### src/rtl/cpcs_tx_sched_pkg.sv
// Shared constants and state encoding for the CorePCS transmit symbol scheduler.
package cpcs_tx_sched_pkg;

  localparam logic [7:0] K28_5 = 8'hBC;
  localparam logic [7:0] D16_2 = 8'h50;
  localparam int ENC_LAT = 3;

  typedef enum logic [1:0] {
    ST_DISABLED = 2'd0,
    ST_INIT     = 2'd1,
    ST_RUN      = 2'd2,
    ST_ALIGN    = 2'd3
  } state_t;

  function automatic logic [7:0] sat_inc8(input logic [7:0] v);
    return (v == 8'hFF) ? v : v + 8'd1;
  endfunction

endpackage

### src/rtl/cpcs_tx_align_timer.sv
// Counts RUN cycles and raises align_pending once every ALIGN_PERIOD of them.
module cpcs_tx_align_timer #(
  parameter int ALIGN_PERIOD = 1024,
  parameter int CNT_W        = 16
) (
  input  logic clk,
  input  logic rst_n,
  input  logic run,
  input  logic clr,
  input  logic ack,
  output logic pending
);

  localparam logic [CNT_W-1:0] LAST = CNT_W'(ALIGN_PERIOD - 1);

  logic [CNT_W-1:0] cnt_reg;
  logic             pending_reg;

  // A new period starting wins over a late acknowledge of the previous one.
  always_ff @(posedge clk or negedge rst_n) begin
    if (!rst_n) begin
      cnt_reg     <= '0;
      pending_reg <= 1'b0;
    end else if (clr) begin
      cnt_reg     <= '0;
      pending_reg <= 1'b0;
    end else begin
      if (run) begin
        if (cnt_reg == LAST) cnt_reg <= '0;
        else                 cnt_reg <= cnt_reg + 1'b1;
      end
      if (run && cnt_reg == LAST) pending_reg <= 1'b1;
      else if (ack)               pending_reg <= 1'b0;
    end
  end

  assign pending = pending_reg;

endmodule

### src/rtl/cpcs_tx_sched.sv
// Transmit symbol scheduler feeding the 8b/10b encoder: user data, idle pairs, comma bursts.
// Optional counters DATA_CNT/ALIGN_CNT are built when CPCS_TX_SCHED_STATS_EN is defined.
module cpcs_tx_sched
  import cpcs_tx_sched_pkg::*;
#(
  parameter int ALIGN_PERIOD = 1024,
  parameter int ALIGN_BURST  = 4,
  parameter int CNT_W        = 16
) (
  input  logic        clk,
  input  logic        rst_n,
  input  logic        en,
  input  logic [7:0]  tx_data,
  input  logic        tx_k,
  input  logic        tx_valid,
  output logic        tx_ready,
  output logic [7:0]  enc_d,
  output logic        enc_k,
  output logic        enc_force_disp,
  output logic        enc_disp_sel,
  input  logic        enc_invalid_k,
  input  logic        k_err_clr,
  output logic [7:0]  k_err_cnt,
  output logic        align_active
`ifdef CPCS_TX_SCHED_STATS_EN
  ,
  output logic [31:0] data_cnt,
  output logic [15:0] align_cnt
`endif
);

  localparam logic [3:0] LAST_IDX = 4'(ALIGN_BURST - 1);

  state_t     state_reg;
  logic       pair_second_reg;
  logic [3:0] burst_cnt_reg;
  logic       align_pending;
  logic       init_start;
  logic       align_start;
  logic       burst_end;
  logic       align_ack;

  // burst_cnt_reg holds the index of the burst symbol emitted at the next edge.
  always_comb begin
    init_start  = 1'b0;
    align_start = 1'b0;
    burst_end   = 1'b0;
    case (state_reg)
      ST_DISABLED:       init_start  = ~pair_second_reg & en;
      ST_RUN:            align_start = ~pair_second_reg & en & align_pending;
      ST_INIT, ST_ALIGN: burst_end   = (burst_cnt_reg == LAST_IDX);
      default:           ;
    endcase
  end

  assign align_ack = ((state_reg == ST_ALIGN) & burst_end) | (align_start & (ALIGN_BURST == 1));
  assign tx_ready  = (state_reg == ST_RUN) & ~pair_second_reg & ~align_pending & en;

  cpcs_tx_align_timer #(
    .ALIGN_PERIOD(ALIGN_PERIOD),
    .CNT_W       (CNT_W)
  ) u_timer (
    .clk    (clk),
    .rst_n  (rst_n),
    .run    (state_reg == ST_RUN),
    .clr    (init_start),
    .ack    (align_ack),
    .pending(align_pending)
  );

  always_ff @(posedge clk or negedge rst_n) begin
    if (!rst_n) begin
      state_reg       <= ST_DISABLED;
      pair_second_reg <= 1'b0;
      burst_cnt_reg   <= '0;
      enc_d           <= K28_5;
      enc_k           <= 1'b1;
      enc_force_disp  <= 1'b0;
      enc_disp_sel    <= 1'b0;
      align_active    <= 1'b0;
    end else begin
      enc_d          <= K28_5;
      enc_k          <= 1'b1;
      enc_force_disp <= 1'b0;
      enc_disp_sel   <= 1'b0;
      align_active   <= 1'b0;
      if (pair_second_reg) begin
        // Second half of an idle pair is unconditional.
        enc_d           <= D16_2;
        enc_k           <= 1'b0;
        pair_second_reg <= 1'b0;
      end else begin
        case (state_reg)
          ST_DISABLED: begin
            if (en) begin
              enc_force_disp <= 1'b1;
              align_active   <= 1'b1;
              burst_cnt_reg  <= 4'd1;
              state_reg      <= (ALIGN_BURST == 1) ? ST_RUN : ST_INIT;
            end else begin
              pair_second_reg <= 1'b1;
            end
          end
          ST_INIT, ST_ALIGN: begin
            align_active  <= 1'b1;
            burst_cnt_reg <= burst_cnt_reg + 4'd1;
            if (burst_end) state_reg <= en ? ST_RUN : ST_DISABLED;
          end
          ST_RUN: begin
            if (!en) begin
              state_reg       <= ST_DISABLED;
              pair_second_reg <= 1'b1;
            end else if (align_pending) begin
              align_active  <= 1'b1;
              burst_cnt_reg <= 4'd1;
              if (ALIGN_BURST != 1) state_reg <= ST_ALIGN;
            end else if (tx_valid) begin
              enc_d <= tx_data;
              enc_k <= tx_k;
            end else begin
              pair_second_reg <= 1'b1;
            end
          end
          default: state_reg <= ST_DISABLED;
        endcase
      end
    end
  end

  always_ff @(posedge clk or negedge rst_n) begin
    if (!rst_n)              k_err_cnt <= '0;
    else if (k_err_clr)      k_err_cnt <= '0;
    else if (enc_invalid_k)  k_err_cnt <= sat_inc8(k_err_cnt);
  end

`ifdef CPCS_TX_SCHED_STATS_EN
  logic handshake;
  assign handshake = tx_valid & tx_ready;

  always_ff @(posedge clk or negedge rst_n) begin
    if (!rst_n) begin
      data_cnt  <= '0;
      align_cnt <= '0;
    end else if (k_err_clr) begin
      data_cnt  <= '0;
      align_cnt <= '0;
    end else begin
      if (handshake) data_cnt <= data_cnt + 32'd1;
      if (align_ack && align_cnt != 16'hFFFF) align_cnt <= align_cnt + 16'd1;
    end
  end
`endif

endmodule

### config.mk
export PLATFORM = sky130hd
export DESIGN_NAME = cpcs_tx_sched
export DESIGN_NICKNAME = d
export VERILOG_FILES = /design/src/rtl/cpcs_tx_sched_pkg.sv /design/src/rtl/cpcs_tx_align_timer.sv /design/src/rtl/cpcs_tx_sched.sv
export SDC_FILE = /design/constraint.sdc
export NUM_CORES = 1
export LEC_CHECK = 0
export BUFFER_PORTS_ARGS = -buffer_cell sky130_fd_sc_hd__buf_2
export CAP_MARGIN = 20
export CORE_ASPECT_RATIO = 1.1
export CORE_MARGIN = 1.5
export CORE_UTILIZATION = 56
export DETAILED_ROUTE_END_ITERATION = 12
export PLACE_DENSITY = 0.79
export RECOVER_POWER = 25
export SYNTH_ARGS = -nofsm -noshare
export SYNTH_HDL_FRONTEND = slang
export SYNTH_SLANG_ARGS = --single-unit
### constraint.sdc
create_clock -name clk -period 2 [get_ports clk]
set_clock_uncertainty 0.15 [all_clocks]
set_input_delay 0 -clock clk [delete_from_list [all_inputs] [get_ports clk]]
set_output_delay 0 -clock clk [all_outputs]
set_load 0.01 [all_outputs]
==> impl_metrics.yaml, run 1 <==
die:
  core_area_sq_um: 3710
  die_y_um: 68.7
  io_pins: 36
  die_area_sq_um: 4310
  initial_core_util_pct: 59.3
  fp-row-count: 23
  die_w_um: 62.8
sta:
  worstMarginPinSlew_ns: 1.02
  fin_crit_ns: 1.88
  hold_ws_ns: 0.292
  fmax_mhz: 533
  relSlewSlack_pct: 32.3
  rsz0062_at_grt: "false"
  setup_ws_ns: 0.125
  hold_viol: 0
  setup_viol: 0
  setup-tns-final_ns: 0
  fin_crit_sh_pct: 93.8
  slew_viol_final: 0
routing:
  post-route-drc-count: 0
  viasPerCell: 5.79
  antenna_left: 0
  drt_pass1_iterations: 5
  drt_iter0_markers: 178
  vias: 1944
  detail_route.wl_per_cell_um: 15.1
  drt_wl_total_um: 5080
global_routing:
  grt_max_degree: 44
  grt_usage_pct: 26.3
  antenna_found_initial: 0
  grt_overflow: 0
  grt_pass1_vias: 1921
  grt_pass1_wl_um: 8700
cells_and_area:
  fill_cells: 255
  final_cell_area_sq_um: 2770
  register_area_sq_um: 1080
  final_util_pct: 74.7
  areaGrowthSynthToFinish_pct: 26.1
  multi_input_area_sq_um: 1010
  antenna_cells: 0
  nets: 304
  drive_above_1_share_pct: 24.1
  largest_register_ffs: 16
critical_path:
  r2r-end: "u_timer.cnt_reg[10]"
  rr_startpoint: "u_timer.cnt_reg[1]"
  cp_max_fo: 23
  end_kind: "flip-flop"
  critPathKind: "flip-flop to flip-flop"
  worstPathArrival_ns: 1.94
  reg2regPathDepth: 6
  r2r_setup_slack_ns: 0.12
  cp-start-kind: "flip-flop"
  cp-startpoint: "u_timer.cnt_reg[1]"
  crit_required_ns: 2.07
pwr:
  ir_drop_mv: 0.761
  power.leakage_nw: 1.26
  power-per-cell-area_nw_per_um2: 1220
placed_design:
  place_ws_ns: 0.134
  dp_hpwl_um: 3070
  placed_cell_area_sq_um: 2480
  portBuffers: 34
  globalplace.congestion: 0.831
synthesis:
  syn_area_per_cell_sq_um: 9.65
  synth-seq-area-share_pct: 49.3
  synth-seq-cells: 43
  ys.flop_type: "dfrtp_1"
  synthDistinctLibCells: 49
  synth_area_sq_um: 2200
  synth_fp_nets: 247
  ys_async_sr_fraction_pct: 100
  yosysWarnings: 0
  synthCells: 228
  synth_edf_count: 0
clock_tree:
  clk_latency_ns: 0.30
  root_buffer: "clkbuf_8"
  cts_tree: "built"
  cts_buffer_depth: 2
  numCtsBuffers: 5
  cts.clk_slew.worst_paths_ns: 0.08
  cts_htree_levels: 2
  post_cts_buffers: 0
  cts_sinks: 43
run_status:
  status: "completed"
hold_path:
  min-delay-start: "tx_data[2]"
  hold_path_class: "primary input to flip-flop"
  hold_path_depth: 4
  min_to: "enc_d[2]"
flow_run:
  drv_cap: 0
[layer usage]
layer	routed length, um	GRT usage [%]	part of all wire, %	up-vias
met5	0	0	0	-
met4	131	11.9	2.6	0
met3	221	5.36	4.4	12
met2	2670	47.4	53	46
met1	2050	31.1	40	940
li1	-	-	-	946
[logic make-up (layout without fill, tap and decap cells)]
family / count (synthesis) / count (layout) / share of synthesized area (%)
AOI/OAI and AO/OA: 61 / 61 / 18.0
buffers and inverters: 26 / 84 / 5.06
other: 1 / 1 / 0.170
DFF: 43 / 43 / 49.3
xor gates and xnor gates: 6 / 6 / 2.39
adders and majority gates: 4 / 4 / 2.28
and+or+nand+nor: 82 / 82 / 20.5
muxes: 5 / 5 / 2.39
[critical path: stages, from the launching register on]
cell     delay, ns
dfrtp_2       0.46
ha_1          0.23
and3_1        0.23
a41oi_2       0.23
buf_12        0.19
a41oi_1       0.12
a31oi_1       0.18
[layout by cell type (no fill, tap or decap), drive strengths merged, types with 5 or more instances in the layout]
cell         Yosys  routed
dlygate4sd3      0      15
nand4            5       5
and3             5       5
inv             14      14
nand3           14      14
a21oi           16      16
o21ai           15      15
nor2            18      18
clkbuf           5       7
dfstp            6       6
buf              7      46
dfrtp           37      37
nand2           13      13
o31ai            5       5
a31oi           10      10
[report_power, final]
part	switching, W	total (W)	internal (W)	leakage (nW)
clock network	0.000298	0.000797	0.000499	0.0654
logic	0.000707	0.00126	0.000553	0.639
registers	0.000187	0.00133	0.00115	0.555
total	0.00119	0.00339	0.00220	1.26
[synthesized netlist by cell type (5+ instances only)]
master / number / area share (%)
nor2_1: 18 / 3.1
a21oi_1: 16 / 3.6
nand2_1: 13 / 2.2
dfstp_2: 6 / 7.2
a31oi_1: 10 / 2.8
nand3_1: 14 / 3.2
o31ai_1: 5 / 1.7
inv_1: 14 / 2.4
dfrtp_1: 37 / 42
o21ai_0: 15 / 3.4
and3_1: 5 / 1.4
[repair_timing]
item,CTS,global route
setup endpoints to repair,0,2
hold buffers,15,0
gates resized for setup,0,3
hold endpoints to repair,63,0
[area by class of cell]
class	instances	area share [%]
inverters	14	1.89
clock buffers	6	2.62
multi-input cells	159	36.5
repair buffers	62	15.4
well taps	50	2.26
flip-flops and latches	43	39.1
clock inverters	2	2.17
[worst max-delay path by stage]
stage / endpoint / slack (ns) / cells after the start
2_1_floorplan: u_timer.cnt_reg[14] / 0.24 / 6
3_3_place_gp: u_timer.cnt_reg[2] / 0.15 / 5
3_5_place_dp: u_timer.cnt_reg[2] / 0.13 / 5
4_1_cts: u_timer.cnt_reg[2] / 0.07 / 5
5_1_grt: u_timer.cnt_reg[10] / 0.02 / 6
6_report: u_timer.cnt_reg[10] / 0.12 / 6
[per-stage QoR]
stage	instances	total power, W
6_report	336	0.00339
3_5_place_dp	313	0.00253
3_3_place_gp	313	0.00249
2_1_floorplan	228	0.00208
5_1_grt	336	0.00362
4_1_cts	336	0.00336
(Power assumes the default switching activity.)
==> run 2: changes to the inputs <==
--- a/config.mk
+++ b/config.mk
@@ -9,9 +9,10 @@
 export CAP_MARGIN = 20
 export CORE_ASPECT_RATIO = 1.1
 export CORE_MARGIN = 1.5
-export CORE_UTILIZATION = 56
+export CORE_UTILIZATION = 58
+export CTS_BUF_LIST = sky130_fd_sc_hd__clkbuf_4
 export DETAILED_ROUTE_END_ITERATION = 12
-export PLACE_DENSITY = 0.79
+export PLACE_DENSITY = 0.82
 export RECOVER_POWER = 25
 export SYNTH_ARGS = -nofsm -noshare
 export SYNTH_HDL_FRONTEND = slang
==> run 2 against run 1 <==
Non-clock buffer count grew 1. Cell count grew 0.30%. Via count grew 2.3%. Critical endpoint is now tx_ready. Hold slack lost 0.088 ns.
==> impl_metrics.yaml, run 2 (same netlist as run 1, synthesis figures left out) <==
placed_design:
  placed_cell_area_sq_um: 2480
  globalplace.congestion: 0.876
  dp_hpwl_um: 3250
  place_ws_ns: 0.121
  portBuffers: 34
cells_and_area:
  drive_above_1_share_pct: 24.0
  final_util_pct: 74.3
  final_cell_mix: "dfrtp_1 (37), buf_2 (34), nor2_1 (18)"
  layout_commonest_cell: "dfrtp_1"
  antenna_cells: 0
  final_cell_area_sq_um: 2700
  areaGrowthSynthToFinish_pct: 22.5
  largest_register_ffs: 16
  nets: 305
global_routing:
  grt_max_degree: 44
  grt_pass1_wl_um: 8320
  grt_pass1_vias: 1811
  antenna_found_initial: 0
  grt_usage_pct: 27.3
  grt_overflow: 0
critical_path:
  cp-start-kind: "flip-flop"
  crit_required_ns: 1.85
  worstPathArrival_ns: 1.78
  end_kind: "output port"
  cp_max_fo: 8
  critPathKind: "flip-flop to output port"
routing:
  antenna_left: 0
  drt_iter0_markers: 88
  viasPerCell: 5.90
  post-route-drc-count: 0
  drt_wl_total_um: 5220
  vias: 1989
  detail_route.wl_per_cell_um: 15.5
  drt_pass1_iterations: 4
flow_run:
  drv_cap: 0
sta:
  worstMarginPinSlew_ns: 1.02
  setup-tns-final_ns: 0
  setup_viol: 0
  fin_crit_sh_pct: 96.3
  rsz0062_at_grt: "false"
  fin_crit_ns: 1.93
  relSlewSlack_pct: 31.7
  hold_viol: 0
  slew_viol_final: 0
  setup_ws_ns: 0.0736
  fmax_mhz: 519
die:
  io_pins: 36
  die_y_um: 67.6
  initial_core_util_pct: 60.7
  die_area_sq_um: 4170
  core_area_sq_um: 3630
  fp-row-count: 23
  die_w_um: 61.7
clock_tree:
  root_buffer: "clkbuf_4"
  cts_htree_levels: 2
  cts_sinks: 43
  cts.clk_slew.worst_paths_ns: 0.15
  cts_buffer_depth: 2
  cts_tree: "built"
  numCtsBuffers: 5
  clk_latency_ns: 0.37
  post_cts_buffers: 0
run_status:
  status: "completed"
pwr:
  power.leakage_nw: 1.22
  ir_drop_mv: 0.901
  power-per-cell-area_nw_per_um2: 1130
hold_path:
  hold_path_class: "primary input to flip-flop"
==> run 2: metrics by stage <==
| step | power, W | hold slack, ns | instances |
|---|---|---|---|
| 6_report | 0.00304 | 0.204 | 337 |
| 5_1_grt | 0.00326 | 0.205 | 337 |
| 4_1_cts | 0.00300 | 0.0827 | 337 |
| 3_5_place_dp | 0.00251 | -0.0426 | 314 |
| 3_3_place_gp | 0.00247 | -0.0492 | 314 |
| 2_1_floorplan | 0.00208 | -0.446 | 228 |
==> run 2: cell type report <==
class | count | area (sq um)
sequential | 43 | 1080
multi-input combinational | 159 | 1010
fill | 273 | 931
timing repair buffer | 63 | 427
tap | 50 | 62.6
inverter | 14 | 52.6
clock buffer | 5 | 37.5
clock inverter | 3 | 23.8
==> run 2: path summary, 6_finish.rpt <==
path                                     start             endpoint  slack, ns  depth (start not counted)
setup / recovery                  state_reg[1]             tx_ready       0.07                          4
hold / removal                      tx_data[7]             enc_d[7]       0.20                          4
setup reg to reg                  state_reg[1]      pair_second_reg       0.12                          4
hold reg to reg            u_timer.cnt_reg[15]  u_timer.cnt_reg[15]       0.36                          1
max in group asynchronous                rst_n         k_err_cnt[4]       0.82                          3
min in group asynchronous                rst_n   u_timer.cnt_reg[7]       0.25                          3
==> run 2: critical path: stages, from the launching register on <==
cell and delay, ns:
dfrtp_1 0.49, or2b_1 0.36, nor2_1 0.25, and2_1 0.18, buf_2 0.13
==> run 2: per-layer routing <==
metal / global-route usage [%] / up-vias / wire, um
li1: - / 943 / -
met1: 34.0 / 982 / 2160
met2: 46.8 / 53 / 2770
met3: 4.79 / 11 / 185
met4: 9.57 / 0 / 107
met5: 0 / - / 0
==> run 2: repair_timing <==
item / in CTS / in global routing
setup endpoints to repair: 0 / 4
hold buffers: 15 / 0
endpoints found under the hold margin: 64 / 0
resized for setup: 0 / 2
==> run 2: report_power, final <==
group / internal [W] / total, W / switching [W]
clock: 0.000141 / 0.000466 / 0.000325
sequential: 0.00114 / 0.00134 / 0.000199
combinational: 0.000542 / 0.00123 / 0.000691
total: 0.00183 / 0.00304 / 0.00122
==> run 3: changes to the inputs <==
--- a/config.mk
+++ b/config.mk
@@ -7,7 +7,7 @@
 export LEC_CHECK = 0
 export BUFFER_PORTS_ARGS = -buffer_cell sky130_fd_sc_hd__buf_2
 export CAP_MARGIN = 20
-export CORE_ASPECT_RATIO = 1.1
+export CORE_ASPECT_RATIO = 1.2
 export CORE_MARGIN = 1.5
 export CORE_UTILIZATION = 58
 export CTS_BUF_LIST = sky130_fd_sc_hd__clkbuf_4
==> run 3 against run 2 <==
Combinational power fell by 6%. First-iteration DRC count rose by 30%. Global-route usage fell by 1.5 points. Sequential power barely moved. Highest routed layer unchanged. Critical endpoint is now u_timer.cnt_reg[7]. Maximum frequency rose by 2.5%. Die area barely moved.
==> impl_metrics.yaml, run 3 (same netlist as run 1, synthesis figures left out) <==
sta:
  fin_crit_sh_pct: 94.0
  slew_viol_final: 0
  setup_viol: 0
  setup-tns-final_ns: 0
  worstMarginPinSlew_ns: 1.02
  rsz0062_at_grt: "false"
  relSlewSlack_pct: 32.1
  hold_viol: 0
  fmax_mhz: 532
  fin_crit_ns: 1.88
critical_path:
  critPathTopFamily: "compound AO/OA/AOI/OAI gates"
  critPathSlowestCell: "dfrtp_1"
  crit_buf_inv: 1
  crit_required_ns: 2.15
  critPathKind: "flip-flop to flip-flop"
  crit_chain: "ha_1 > and3_1 > a41oi_2 > clkbuf_4 > o21ai_0 > a31oi_1"
  r2r_setup_slack_ns: 0.12
  end_kind: "flip-flop"
  cp-start-kind: "flip-flop"
  cp_slowest_stage_delay_ns: 0.47
  worstPathArrival_ns: 2.03
  cp-startpoint: "u_timer.cnt_reg[1]"
  cp_max_fo: 11
  rr_startpoint: "u_timer.cnt_reg[1]"
cells_and_area:
  fill_cells: 250
  layout_commonest_cell: "dfrtp_1"
  areaGrowthSynthToFinish_pct: 22.0
  drive_above_1_share_pct: 23.9
  final_cells: 337
  antenna_cells: 0
  nets: 303
  final_cell_mix: "dfrtp_1 (36), buf_2 (34), nor2_1 (18)"
  largest_register_ffs: 16
  final_cell_area_sq_um: 2680
die:
  io_pins: 36
  initial_core_util_pct: 60.5
  die_w_um: 59.2
  fp-row-count: 24
  die_y_um: 70.5
  core_area_sq_um: 3630
  die_area_sq_um: 4170
hold_path:
  hold_path_class: "primary input to flip-flop"
  min-delay-start: "tx_data[5]"
routing:
  dr_wl_met3_um: 273
  viasPerCell: 5.79
  route.top_layer_used: "met4"
  detail_route.wl_per_cell_um: 14.2
  drt_pass1_iterations: 4
  vias: 1952
  m1WireLength_um: 2010
  antenna_left: 0
  drt_iter0_markers: 114
  post-route-drc-count: 0
  wl_met2_um: 2390
  drt_wl_total_um: 4780
placed_design:
  place_inst: 313
  globalplace.congestion: 0.862
  placed_cell_area_sq_um: 2460
  dp_hpwl_um: 3090
  portBuffers: 34
clock_tree:
  cts.clk_slew.worst_paths_ns: 0.14
  post_cts_buffers: 0
  clk_latency_ns: 0.37
  cts_sinks: 43
  cts_buffer_depth: 2
  numCtsBuffers: 5
  root_buffer: "clkbuf_4"
  cts_htree_levels: 2
  cts_tree: "built"
global_routing:
  grt_usage_pct: 25.8
  grt_pass1_vias: 1880
  grt_pass1_wl_um: 8200
  grt_overflow: 0
  grt_max_degree: 44
  antenna_found_initial: 0
pwr:
  ir_drop_mv: 0.788
  power.leakage_nw: 1.21
  power-per-cell-area_nw_per_um2: 1100
  power_w: 0.00295
run_status:
  status: "completed"
flow_run:
  drv_cap: 0
==> run 3: cell count changes in the layout (fill, tap and decap cells not counted), sizes merged <==
cell	delta
buf	-3
clkbuf	+1
==> run 3: layout make-up <==
class	instances	area [sq um]	share of cell area (%)
clock buffers	5	37.5	1.40
clock inverters	3	23.8	0.886
inverters	14	52.6	1.96
multi-input cells	159	1010	37.6
flip-flops and latches	43	1080	40.4
well taps	52	65.1	2.42
repair buffers	61	412	15.3
==> run 3: what timing repair did <==
| action | 4_1_cts | 5_1_grt |
|---|---|---|
| hold endpoints to repair | 65 | 0 |
| endpoints found under the setup margin | 0 | 10 |
| hold buffers | 15 | 0 |
| gates resized for setup | 0 | 4 |
==> run 3: routing by layer <==
layer,up-vias,GRT usage (%)
met5,-,0
met4,0,11.1
met1,931,33.3
met2,68,39.9
li1,940,-
met3,13,7.04
==> run 3: report_power, final <==
group	switching [W]	internal [W]	leakage (nW)
clock	0.000304	0.000141	0.0278
combinational	0.000663	0.000499	0.631
sequential	0.000202	0.00114	0.555
==> run 3: worst reg2reg max path, delay by kind of cell (launching register included) <==
kind,cells,cell delay (ns)
compound gates,3,0.48
fa+ha+maj,1,0.25
flops,1,0.47
simple gates,1,0.23
buf+inv,1,0.25
==> run 3: path summary, 6_finish.rpt <==
check,to,cells after the start
worst max register to register,u_timer.cnt_reg[7],6
worst min-delay path,enc_d[5],4
max in group asynchronous,u_timer.cnt_reg[0],3
worst min register to register,u_timer.cnt_reg[15],1
worst max-delay path,u_timer.cnt_reg[7],6
min in group asynchronous,u_timer.cnt_reg[6],3
==> run 3: stage by stage <==
stage | setup WS [ns] | utilization [%] | hold slack (ns)
finish | 0.121 | 73.9 | 0.211
global route | 0.000875 | 73.9 | 0.209
CTS | 0.0636 | 73.5 | 0.0743
detailed placement | 0.0737 | 67.7 | -0.0490
global placement | 0.105 | 67.7 | -0.0517
floorplan | 0.243 | - | -0.446
